### src/rtl/uart_pkg.sv
// rtl/uart_pkg.sv - rx state encodings, oversampling constants and ASCII helpers
package uart_pkg;

  typedef enum logic [2:0] {
    IDLE,
    START,
    DATA,
    STOP,
    WAIT_HIGH
  } rx_state_t;

  localparam int         OVERSAMPLE    = 16;
  localparam logic [3:0] MID_SAMPLE    = 4'd7;
  localparam logic [3:0] LAST_TICK     = 4'd15;
  localparam logic [7:0] ASCII_0       = 8'h30;
  localparam logic [7:0] ASCII_9       = 8'h39;
  localparam int         TIMEOUT_TICKS = 20 * OVERSAMPLE;

  function automatic int baud_count(input int clk_freq, input int baud);
    return clk_freq / (baud * OVERSAMPLE) - 1;
  endfunction

  function automatic logic is_digit(input logic [7:0] b);
    return (b >= ASCII_0) && (b <= ASCII_9);
  endfunction

endpackage

### src/rtl/uart_rx_core.sv
// rtl/uart_rx_core.sv - rx synchroniser, 16x tick generator and 8N1 receive FSM
module uart_rx_core
  import uart_pkg::*;
#(
  parameter int CLK_FREQ = 100_000_000,
  parameter int BAUD     = 9600
) (
  input  logic       clk,
  input  logic       rst,
  input  logic       rx,
  output logic       tick,
  output logic [7:0] rx_data,
  output logic       rx_valid,
  output logic       rx_busy,
  output logic       frame_err
);

  localparam int BC = baud_count(CLK_FREQ, BAUD);
  localparam int CW = (BC > 0) ? $clog2(BC + 1) : 1;

  logic          rx_m, rx_s;
  logic [CW-1:0] baud_cnt;

  rx_state_t     state, state_n;
  logic [3:0]    tick_cnt, tick_cnt_n;
  logic [2:0]    bit_cnt, bit_cnt_n;
  logic [7:0]    shreg, shreg_n;
  logic [7:0]    rx_data_n;
  logic          rx_valid_n, frame_err_n;

  // Synchroniser idles high so a reset never looks like a start bit.
  always_ff @(posedge clk) begin
    if (rst) begin
      rx_m <= 1'b1;
      rx_s <= 1'b1;
    end else begin
      rx_m <= rx;
      rx_s <= rx_m;
    end
  end

  assign tick = (baud_cnt == CW'(BC));

  always_ff @(posedge clk) begin
    if (rst || tick) baud_cnt <= '0;
    else             baud_cnt <= baud_cnt + CW'(1);
  end

  always_ff @(posedge clk) begin
    if (rst) begin
      state     <= IDLE;
      tick_cnt  <= '0;
      bit_cnt   <= '0;
      shreg     <= '0;
      rx_data   <= '0;
      rx_valid  <= 1'b0;
      frame_err <= 1'b0;
    end else begin
      state     <= state_n;
      tick_cnt  <= tick_cnt_n;
      bit_cnt   <= bit_cnt_n;
      shreg     <= shreg_n;
      rx_data   <= rx_data_n;
      rx_valid  <= rx_valid_n;
      frame_err <= frame_err_n;
    end
  end

  always_comb begin
    state_n     = state;
    tick_cnt_n  = tick_cnt;
    bit_cnt_n   = bit_cnt;
    shreg_n     = shreg;
    rx_data_n   = rx_data;
    rx_valid_n  = 1'b0;
    frame_err_n = 1'b0;
    if (tick) begin
      case (state)
        IDLE: begin
          if (!rx_s) begin
            state_n    = START;
            tick_cnt_n = '0;
          end
        end
        START: begin
          // A line that is high again mid start bit was only a glitch.
          if (tick_cnt == MID_SAMPLE) begin
            if (rx_s) begin
              state_n = IDLE;
            end else begin
              state_n    = DATA;
              tick_cnt_n = '0;
              bit_cnt_n  = '0;
            end
          end else begin
            tick_cnt_n = tick_cnt + 4'd1;
          end
        end
        DATA: begin
          if (tick_cnt == LAST_TICK) begin
            shreg_n    = {rx_s, shreg[7:1]};
            tick_cnt_n = '0;
            if (bit_cnt == 3'd7) state_n = STOP;
            else                 bit_cnt_n = bit_cnt + 3'd1;
          end else begin
            tick_cnt_n = tick_cnt + 4'd1;
          end
        end
        STOP: begin
          if (tick_cnt == LAST_TICK) begin
            tick_cnt_n = '0;
            if (rx_s) begin
              rx_data_n  = shreg;
              rx_valid_n = 1'b1;
              state_n    = IDLE;
            end else begin
              frame_err_n = 1'b1;
              state_n     = WAIT_HIGH;
            end
          end else begin
            tick_cnt_n = tick_cnt + 4'd1;
          end
        end
        WAIT_HIGH: begin
          if (rx_s) state_n = IDLE;
        end
        default: state_n = IDLE;
      endcase
    end
  end

  assign rx_busy = (state != IDLE);

endmodule

### src/rtl/uart_digit_receiver.sv
// rtl/uart_digit_receiver.sv - UART byte receiver plus fixed-length ASCII decimal assembler
// Optional: define UART_DIGIT_RX_TIMEOUT_EN to drop partial numbers after 20 idle bit-times.
module uart_digit_receiver
  import uart_pkg::*;
#(
  parameter int CLK_FREQ   = 100_000_000,
  parameter int BAUD       = 9600,
  parameter int NUM_DIGITS = 3,
  parameter int VALUE_W    = 10
) (
  input  logic               clk,
  input  logic               rst,
  input  logic               rx,
  output logic [7:0]         rx_data,
  output logic               rx_valid,
  output logic               rx_busy,
  output logic               frame_err,
  output logic [VALUE_W-1:0] value,
  output logic               value_valid,
  output logic               digit_err
);

  localparam int DW = $clog2(NUM_DIGITS + 1);

  logic               tick;
  logic               timeout;
  logic [VALUE_W-1:0] acc, acc_next;
  logic [DW-1:0]      dcnt;

  uart_rx_core #(
    .CLK_FREQ (CLK_FREQ),
    .BAUD     (BAUD)
  ) u_core (
    .clk       (clk),
    .rst       (rst),
    .rx        (rx),
    .tick      (tick),
    .rx_data   (rx_data),
    .rx_valid  (rx_valid),
    .rx_busy   (rx_busy),
    .frame_err (frame_err)
  );

  assign acc_next = (acc * VALUE_W'(10)) + VALUE_W'(rx_data - ASCII_0);

`ifdef UART_DIGIT_RX_TIMEOUT_EN
  localparam int TW = $clog2(TIMEOUT_TICKS + 1);
  logic [TW-1:0] to_cnt;

  assign timeout = tick && (dcnt != '0) && (to_cnt == TW'(TIMEOUT_TICKS - 1));

  always_ff @(posedge clk) begin
    if (rst || rx_valid || (dcnt == '0)) to_cnt <= '0;
    else if (tick)                       to_cnt <= timeout ? '0 : to_cnt + TW'(1);
  end
`else
  logic unused_tick;
  assign unused_tick = tick;
  assign timeout     = 1'b0;
`endif

  // A received byte takes priority over a timeout landing in the same cycle.
  always_ff @(posedge clk) begin
    if (rst) begin
      acc         <= '0;
      dcnt        <= '0;
      value       <= '0;
      value_valid <= 1'b0;
      digit_err   <= 1'b0;
    end else begin
      value_valid <= 1'b0;
      digit_err   <= 1'b0;
      if (rx_valid) begin
        if (is_digit(rx_data)) begin
          if (dcnt == DW'(NUM_DIGITS - 1)) begin
            value       <= acc_next;
            value_valid <= 1'b1;
            acc         <= '0;
            dcnt        <= '0;
          end else begin
            acc  <= acc_next;
            dcnt <= dcnt + DW'(1);
          end
        end else begin
          digit_err <= 1'b1;
          acc       <= '0;
          dcnt      <= '0;
        end
      end else if (frame_err || timeout) begin
        acc  <= '0;
        dcnt <= '0;
      end
    end
  end

endmodule

### config.mk
export PLATFORM = sky130hd
export DESIGN_NAME = uart_digit_receiver
export DESIGN_NICKNAME = d
export VERILOG_FILES = /design/src/rtl/uart_pkg.sv /design/src/rtl/uart_rx_core.sv /design/src/rtl/uart_digit_receiver.sv
export SDC_FILE = /design/constraint.sdc
export NUM_CORES = 1
export LEC_CHECK = 0
export ABC_AREA = 1
export ABC_CLOCK_PERIOD_IN_PS = 3500
export BUFFER_PORTS_ARGS = -buffer_cell sky130_fd_sc_hd__buf_2
export CAP_MARGIN = 20
export CORE_MARGIN = 2
export CORE_UTILIZATION = 35
export CTS_BUF_LIST = sky130_fd_sc_hd__clkbuf_4 sky130_fd_sc_hd__clkbuf_8
export DETAILED_ROUTE_END_ITERATION = 6
export GPL_ROUTABILITY_DRIVEN = 0
export SYNTH_ARGS = -nofsm -noshare
export SYNTH_HDL_FRONTEND = slang
export SYNTH_HIERARCHICAL = 1
export SYNTH_SLANG_ARGS = --single-unit
### constraint.sdc
create_clock -name clk -period 3.5 [get_ports clk]
set_clock_uncertainty 0.1 [all_clocks]
set_input_delay 0.525 -clock clk [delete_from_list [all_inputs] [get_ports clk]]
set_output_delay 0.525 -clock clk [all_outputs]
set_load 0.005 [all_outputs]
==> results.py, run 1 <==
metrics = {
    "cts": {
        "postCtsSetupBuffers": 0,
        "cts_root_buf": "clkbuf_8",
        "cts-resized-gates": 0,
        "clock_tree.buffer_depth": 2,
        "cts-buffers-inserted": 9,
        "insertion_delay_ps": 330,
        "cts.hold.buffers_added": 0,
        "cts.sinks": 63,
        "h-tree-depth": 3,
        "clk_pin_slew_ps": 70,
        "tritoncts": "yes",
    },
    "logic_synthesis": {
        "syn-num-nets": 574,
        "syn_avg_cell_area_sq_um": 6.730,
        "synth.distinct_cells": 38,
        "ys.flop_type": "dfxtp_1",
        "synth_seq_cells": 63,
        "synth_warnings": 6,
        "async_flop_share_pct": 0,
        "synth-edff-count": 0,
        "ys_seq_area_share_pct": 34.45,
        "netlist_area_sq_mm": 0.003661,
        "syn-instance-count": 544,
    },
    "route": {
        "dr.pass1.iters": 6,
        "drt-initial-drc-count": 175,
        "drc": 1,
        "route.detailed.wl_per_inst_microns": 11.35,
        "postRouteAntennaNets": 0,
        "routed_wl_microns": 8060,
        "dr_total_vias": 3285,
        "routed_via_density": 4.627,
    },
    "sta": {
        "setup_viol": 0,
        "rsz0062_at_grt": "false",
        "finalCritPeriodShare_pct": 82.83,
        "holdWs_ps": 299.5,
        "tightest_slew_ps": 741.3,
        "final_max_slew_viol_count": 0,
        "tns_ps": 0,
        "fin_crit_ps": 2899,
        "max_freq_ghz": 0.3449,
        "slew_headroom_pct": 50.39,
        "postLayoutSetupSlackWorst_ps": 600.8,
        "hold_viol_final": 0,
    },
    "run_status": {
        "violations": "DRC",
        "outcome": "finished with violations",
    },
    "placement": {
        "portBuffers": 25,
        "place_ws_ps": 635.8,
        "placed_area_sq_mm": 0.003894,
        "hpwl_microns": 6056,
    },
    "finish": {
        "antennaDiodeCount": 0,
        "final_nets": 599,
        "area_growth_pct": 13.33,
        "layout-drive-gt1-share_pct": 12.89,
        "final_area_sq_mm": 0.004149,
    },
    "worst_hold_path": {
        "min_path_cells": 2,
        "hp-class": "in2reg",
    },
    "power": {
        "power_leakage_nw": 2.072,
        "power_mw": 1.551,
        "ir_drop_mv": 0.2560,
        "p_per_area_mw_per_mm2": 373.9,
    },
    "floorplanning": {
        "dieArea_sq_mm": 0.01129,
        "die_x_microns": 106.3,
        "rows": 37,
        "initial_core_util_pct": 35.78,
        "core_sq_mm": 0.01023,
        "io_pins": 26,
        "die_height_microns": 106.3,
    },
    "critical_path": {
        "cp.arrival_ps": 3070,
        "cp.required_ps": 3670,
        "crit_path_end_kind": "register",
        "rr_worst_depth": 15,
        "crit_type": "reg2reg",
        "cp_max_fo": 5,
        "startpoint_type": "register",
    },
    "global_routing": {
        "grt_pass1_vias": 3068,
        "overflow": 0,
        "grt_usage_pct": 15.08,
        "grt_antenna_before_repair": 0,
        "grt_pass1_wl_microns": 13660,
        "grt_max_degree": 27,
    },
    "job": {
        "cap_violations": 0,
    },
}
-- cells by family after synthesis --
logic type | share of synthesized area [%]
and+or+nand+nor | 36.67
AOI/OAI and AO/OA | 7.724
DFF | 34.45
adders and majority gates | 9.638
buffers and inverters | 9.125
xor gates and xnor gates | 2.392
-- Yosys cell counts, types with 2 or more instances --
library cell / instances / area, sq um
xnor2_1: 5 / 43.79
buf_2: 5 / 25.02
nand3b_1: 2 / 15.01
ha_1: 25 / 312.8
o21ai_1: 4 / 20.02
nor2_4: 3 / 33.78
a21oi_1: 34 / 170.2
clkinv_1: 2 / 7.510
a22oi_1: 2 / 15.01
nand4_1: 2 / 12.51
buf_6: 2 / 22.52
clkbuf_1: 4 / 15.01
nor2_2: 5 / 31.28
inv_2: 9 / 33.78
nand3_1: 32 / 160.2
nand3_2: 5 / 50.05
nand2_2: 2 / 12.51
o21ai_0: 8 / 40.04
inv_1: 58 / 217.7
dfxtp_1: 63 / 1261
nand2_1: 156 / 585.6
nor3_1: 4 / 20.02
fa_1: 2 / 40.04
xor2_1: 5 / 43.79
or2_2: 2 / 12.51
nor3b_1: 2 / 15.01
nor2_1: 90 / 337.8
-- report_power, final --
group	switching, mW	internal [mW]
registers	0.00450	0.720
logic	0.0175	0.00681
clock network	0.290	0.512
total	0.312	1.24
-- layout by cell type (no fill, tap or decap), types with 5 or more instances in the layout --
cell type    n
nand2_1    156
nor2_1      90
dfxtp_1     63
inv_1       58
a21oi_1     34
nand3_1     32
ha_1        25
buf_2       25
clkbuf_8    11
inv_2        9
o21ai_0      8
xnor2_1      5
nor2_2       5
nand3_2      5
xor2_1       5
-- metal layers --
| layer | up-vias | part of all wire, % | global-route usage [%] |
|---|---|---|---|
| met3 | 10 | 2.9 | 4.721 |
| met5 | - | 0 | 0 |
| li1 | 1750 | - | - |
| met1 | 1477 | 45 | 17.33 |
| met4 | 0 | 1.7 | 4.135 |
| met2 | 48 | 50 | 26.88 |
-- path summary, 6_finish.rpt --
check                                   end  slack, ps         from
worst max-delay path               value[9]        600       acc[1]
worst min-delay path            u_core/rx_m        300           rx
worst max register to register     value[9]        600       acc[1]
worst min register to register  u_core/rx_s        320  u_core/rx_m
-- state kept, by name, indices dropped and copies added, names as in the netlist, 2 cells and up --
register         flops
value               10
u_core/state         3
u_core/rx_data       8
u_core/baud_cnt     10
u_core/shreg         8
u_core/bit_cnt       3
u_core/tick_cnt      4
acc                  9
dcnt                 2
-- area by class of cell --
class / count / area (sq um)
repair buffers: 26 / 132.6
fillers: 1106 / 6082
flip-flops and latches: 63 / 1261
well taps: 136 / 170.2
inverters: 70 / 264.0
clock inverters: 5 / 103.9
clock buffers: 11 / 151.4
multi-input cells: 399 / 2066
-- critical path: stages (launching register included) --
cell and delay (ps):
dfxtp_1 350, ha_1 300, ha_1 170, inv_1 60
fa_1 400, o21ai_0 200, a21oi_1 100, xnor2_1 130
ha_1 340, a21oi_1 170, nand2_1 70, a21oi_1 170
nand3_1 100, nand2_1 60, nor2_1 40, nor2_1 80
-- stage by stage --
step / utilization, % / std cells
after global routing: 40.55 / 710
after global placement: 38.06 / 694
after floorplan: - / 544
after detailed placement: 38.06 / 694
after CTS: 40.55 / 710
final: 40.55 / 710
Power figures use the tool's default switching activity.
==> run 2: changes to the inputs <==
--- a/config.mk
+++ b/config.mk
@@ -5,8 +5,8 @@
 export SDC_FILE = /design/constraint.sdc
 export NUM_CORES = 1
 export LEC_CHECK = 0
-export ABC_AREA = 1
-export ABC_CLOCK_PERIOD_IN_PS = 3500
+export ABC_AREA = 0
+export ABC_CLOCK_PERIOD_IN_PS = 2850
 export BUFFER_PORTS_ARGS = -buffer_cell sky130_fd_sc_hd__buf_2
 export CAP_MARGIN = 20
 export CORE_MARGIN = 2
==> constraint.sdc (replaced) <==
create_clock -name clk -period 2.85 [get_ports clk]
set_clock_uncertainty 0.1 [all_clocks]
set_input_delay 0.4275 -clock clk [delete_from_list [all_inputs] [get_ports clk]]
set_output_delay 0.4275 -clock clk [all_outputs]
set_load 0.005 [all_outputs]
==> results.py, run 2 <==
metrics = {
    "logic_synthesis": {
        "async_flop_share_pct": 0,
        "yosys.cell_count.top_type": "dfxtp_1",
        "netlist_area_sq_mm": 0.003396,
        "synth_mux_area_share_pct": 3.279,
        "synth-simple-area-share_pct": 21.89,
        "yosysTopAreaCell": "dfxtp_1",
        "synth_top_family_by_area": "simple AND/OR/NAND/NOR gates",
        "syn-num-nets": 419,
        "synth_compound_area_share_pct": 16.25,
        "synth-edff-count": 0,
        "synthXorXnorAreaFrac_pct": 6.706,
        "ys_top_cells_by_count": "dfxtp_1, nor2_1, a21oi_1",
        "synthAdderAreaFrac_pct": 10.39,
        "ys.flop_type": "dfxtp_1",
        "synth_seq_cells": 63,
        "ys_seq_area_share_pct": 37.14,
        "synth_warnings": 6,
        "syn-instance-count": 389,
        "synthTopCellsByArea": "dfxtp_1, ha_1, xnor2_1",
        "synth.distinct_cells": 57,
        "syn_avg_cell_area_sq_um": 8.729,
        "synth_top_area_share_pct": 37.14,
    },
    "power": {
        "p_sw_share_pct": 22.04,
        "ir_drop_mv": 0.2989,
        "intPower_mw": 1.395,
        "comb_power_share_pct": 3.6,
        "sequentialPowerShare_pct": 50.4,
        "p_switching_mw": 0.3944,
        "p_per_area_mw_per_mm2": 464.2,
        "power_leakage_nw": 1.537,
        "pwr-share-clk_pct": 45.9,
    },
    "critical_path": {
        "crit_path_end_kind": "register",
        "r2r_start": "acc[1]",
        "crit_start": "acc[1]",
        "cp.arrival_ps": 2840,
        "cp.required_ps": 2980,
        "crit_type": "reg2reg",
        "cp_max_fo": 3,
        "r2r_slack_ps": 140,
        "startpoint_type": "register",
    },
    "global_routing": {
        "grt_max_degree": 45,
        "overflow": 0,
        "grt_antenna_before_repair": 0,
        "grt_pass1_vias": 2638,
        "grt_pass1_wl_microns": 12390,
        "grt_usage_pct": 14.97,
    },
    "finish": {
        "final_util_pct": 41.31,
        "area_growth_pct": 13.49,
        "antennaDiodeCount": 0,
        "final_area_sq_mm": 0.003854,
        "mostFrequentLayoutCell": "dfxtp_1",
        "nFillCells": 970,
        "layout-drive-gt1-share_pct": 14.70,
        "final_nets": 440,
        "reg_top3": "u_core/baud_cnt: 10 flops, value: 10 flops, acc: 9 flops",
        "layout_common_cells": "dfxtp_1, nor2_1, a21oi_1",
    },
    "floorplanning": {
        "initial_core_util_pct": 36.41,
        "die_height_microns": 102.5,
        "core_sq_mm": 0.009328,
        "rows": 35,
        "dieArea_sq_mm": 0.01051,
        "die_x_microns": 102.5,
        "io_pins": 26,
    },
    "sta": {
        "fin_crit_ps": 2711,
        "tightest_slew_ps": 930.6,
        "max_freq_ghz": 0.3689,
        "hold_viol_final": 0,
        "rsz0062_at_grt": "true",
        "setup_viol": 0,
        "final_max_slew_viol_count": 0,
        "finalCritPeriodShare_pct": 95.11,
        "holdWs_ps": 163.2,
        "slew_headroom_pct": 37.73,
    },
    "cts": {
        "postCtsSetupBuffers": 0,
        "cts.hold.buffers_added": 0,
        "tritoncts": "yes",
        "insertion_delay_ps": 340,
        "clock_tree.buffer_depth": 2,
        "cts_root_buf": "clkbuf_8",
        "clk_pin_slew_ps": 70,
        "h-tree-depth": 3,
        "cts.sinks": 63,
        "cts-buffers-inserted": 9,
    },
    "route": {
        "postRouteAntennaNets": 0,
        "routed_wl_microns": 7353,
        "drc": 0,
        "drt-initial-drc-count": 73,
        "dr_total_vias": 2774,
        "routed_via_density": 5.099,
        "dr.pass1.iters": 6,
        "route.detailed.wl_per_inst_microns": 13.52,
    },
    "placement": {
        "portBuffers": 25,
        "placed_area_sq_mm": 0.003613,
        "hpwl_microns": 5293,
    },
    "worst_hold_path": {
        "hp-start": "rx",
        "hp-class": "in2reg",
    },
    "run_status": {
        "outcome": "completed",
    },
    "job": {
        "cap_violations": 0,
    },
}
-- run 2: cell types whose count changed after synthesis, sizes merged, moves of 8 or more --
| cell | change |
|---|---|
| nand2b | +8 |
| xnor2 | +14 |
| o21ai | +14 |
| nand2 | -141 |
| nor2 | -57 |
| inv | -52 |
| nand3 | -10 |
| mux2i | +10 |
-- run 2: path summary, 6_finish.rpt --
| path | endpoint | cells past startpoint |
|---|---|---|
| worst min-delay path | u_core/rx_m | 2 |
| worst max-delay path | value[9] | 12 |
| worst min register to register | u_core/rx_s | 1 |
| worst max register to register | value[9] | 12 |
-- run 2: metal layers --
layer / part of all wire, % / global-route usage (%) / wire (microns)
met2: 48 / 25.04 / 3502
met3: 3.0 / 3.593 / 224
met4: 2.1 / 6.256 / 151
met1: 47 / 18.49 / 3474
met5: 0 / 0 / 0
-- run 2: final cells by class --
type                    instances  area (sq um)  share of cell area, %
clock inverters                 3         40.04                  1.039
multi-input cells             293          2013                  52.24
well taps                     129         161.4                  4.188
clock buffers                  13         172.7                  4.481
repair buffers                 28         147.6                  3.831
inverters                      15         56.30                  1.461
flip-flops and latches         63          1262                  32.76
-- run 2: timing repair --
| action | in CTS | in global routing |
|---|---|---|
| endpoints found under the setup margin | 0 | 3 |
| endpoints found under the hold margin | 0 | 0 |
| resized for setup | 0 | 5 |
-- run 2: power groups by stage --
stage	clock [mW]	combinational, mW	sequential (mW)
6_report	0.822	0.0650	0.902
5_1_grt	0.874	0.0754	0.903
4_1_cts	0.848	0.0658	0.901
3_5_place_dp	0	0.0655	0.922
3_3_place_gp	0	0.0647	0.921
2_1_floorplan	0	0.0533	0.914
-- run 2: through the flow --
| step | total power, mW | cells | TNS [ps] | setup WS, ps |
|---|---|---|---|---|
| after floorplan | 0.9675 | 389 | 0 | 84.60 |
| after global placement | 0.9858 | 528 | 0 | 72.72 |
| after detailed placement | 0.9873 | 528 | 0 | 30.74 |
| after CTS | 1.815 | 544 | 0 | 21.72 |
| after global routing | 1.852 | 544 | -54.90 | -39.17 |
| final | 1.789 | 544 | 0 | 139.3 |
-- run 2: worst max-delay path: stages, from the launching register on --
cell and delay [ps]:
dfxtp_1 320, ha_1 290, ha_1 210, inv_1 70
fa_1 410, inv_2 90, ha_4 210, o21ai_0 80
o21bai_1 90, or3_1 330, a31oi_2 180, xnor2_1 150
a211oi_2 80
-- run 2: cells by family (layout without fill, tap and decap cells) --
logic type,Yosys count,after routing
adder cells (fa/ha/maj),27,27
AND/OR/NAND/NOR,139,139
multiplexers,11,11
XOR/XNOR,26,26
flip-flops,63,63
AO/OA/AOI/OAI,90,90
buffers and inverters,33,59
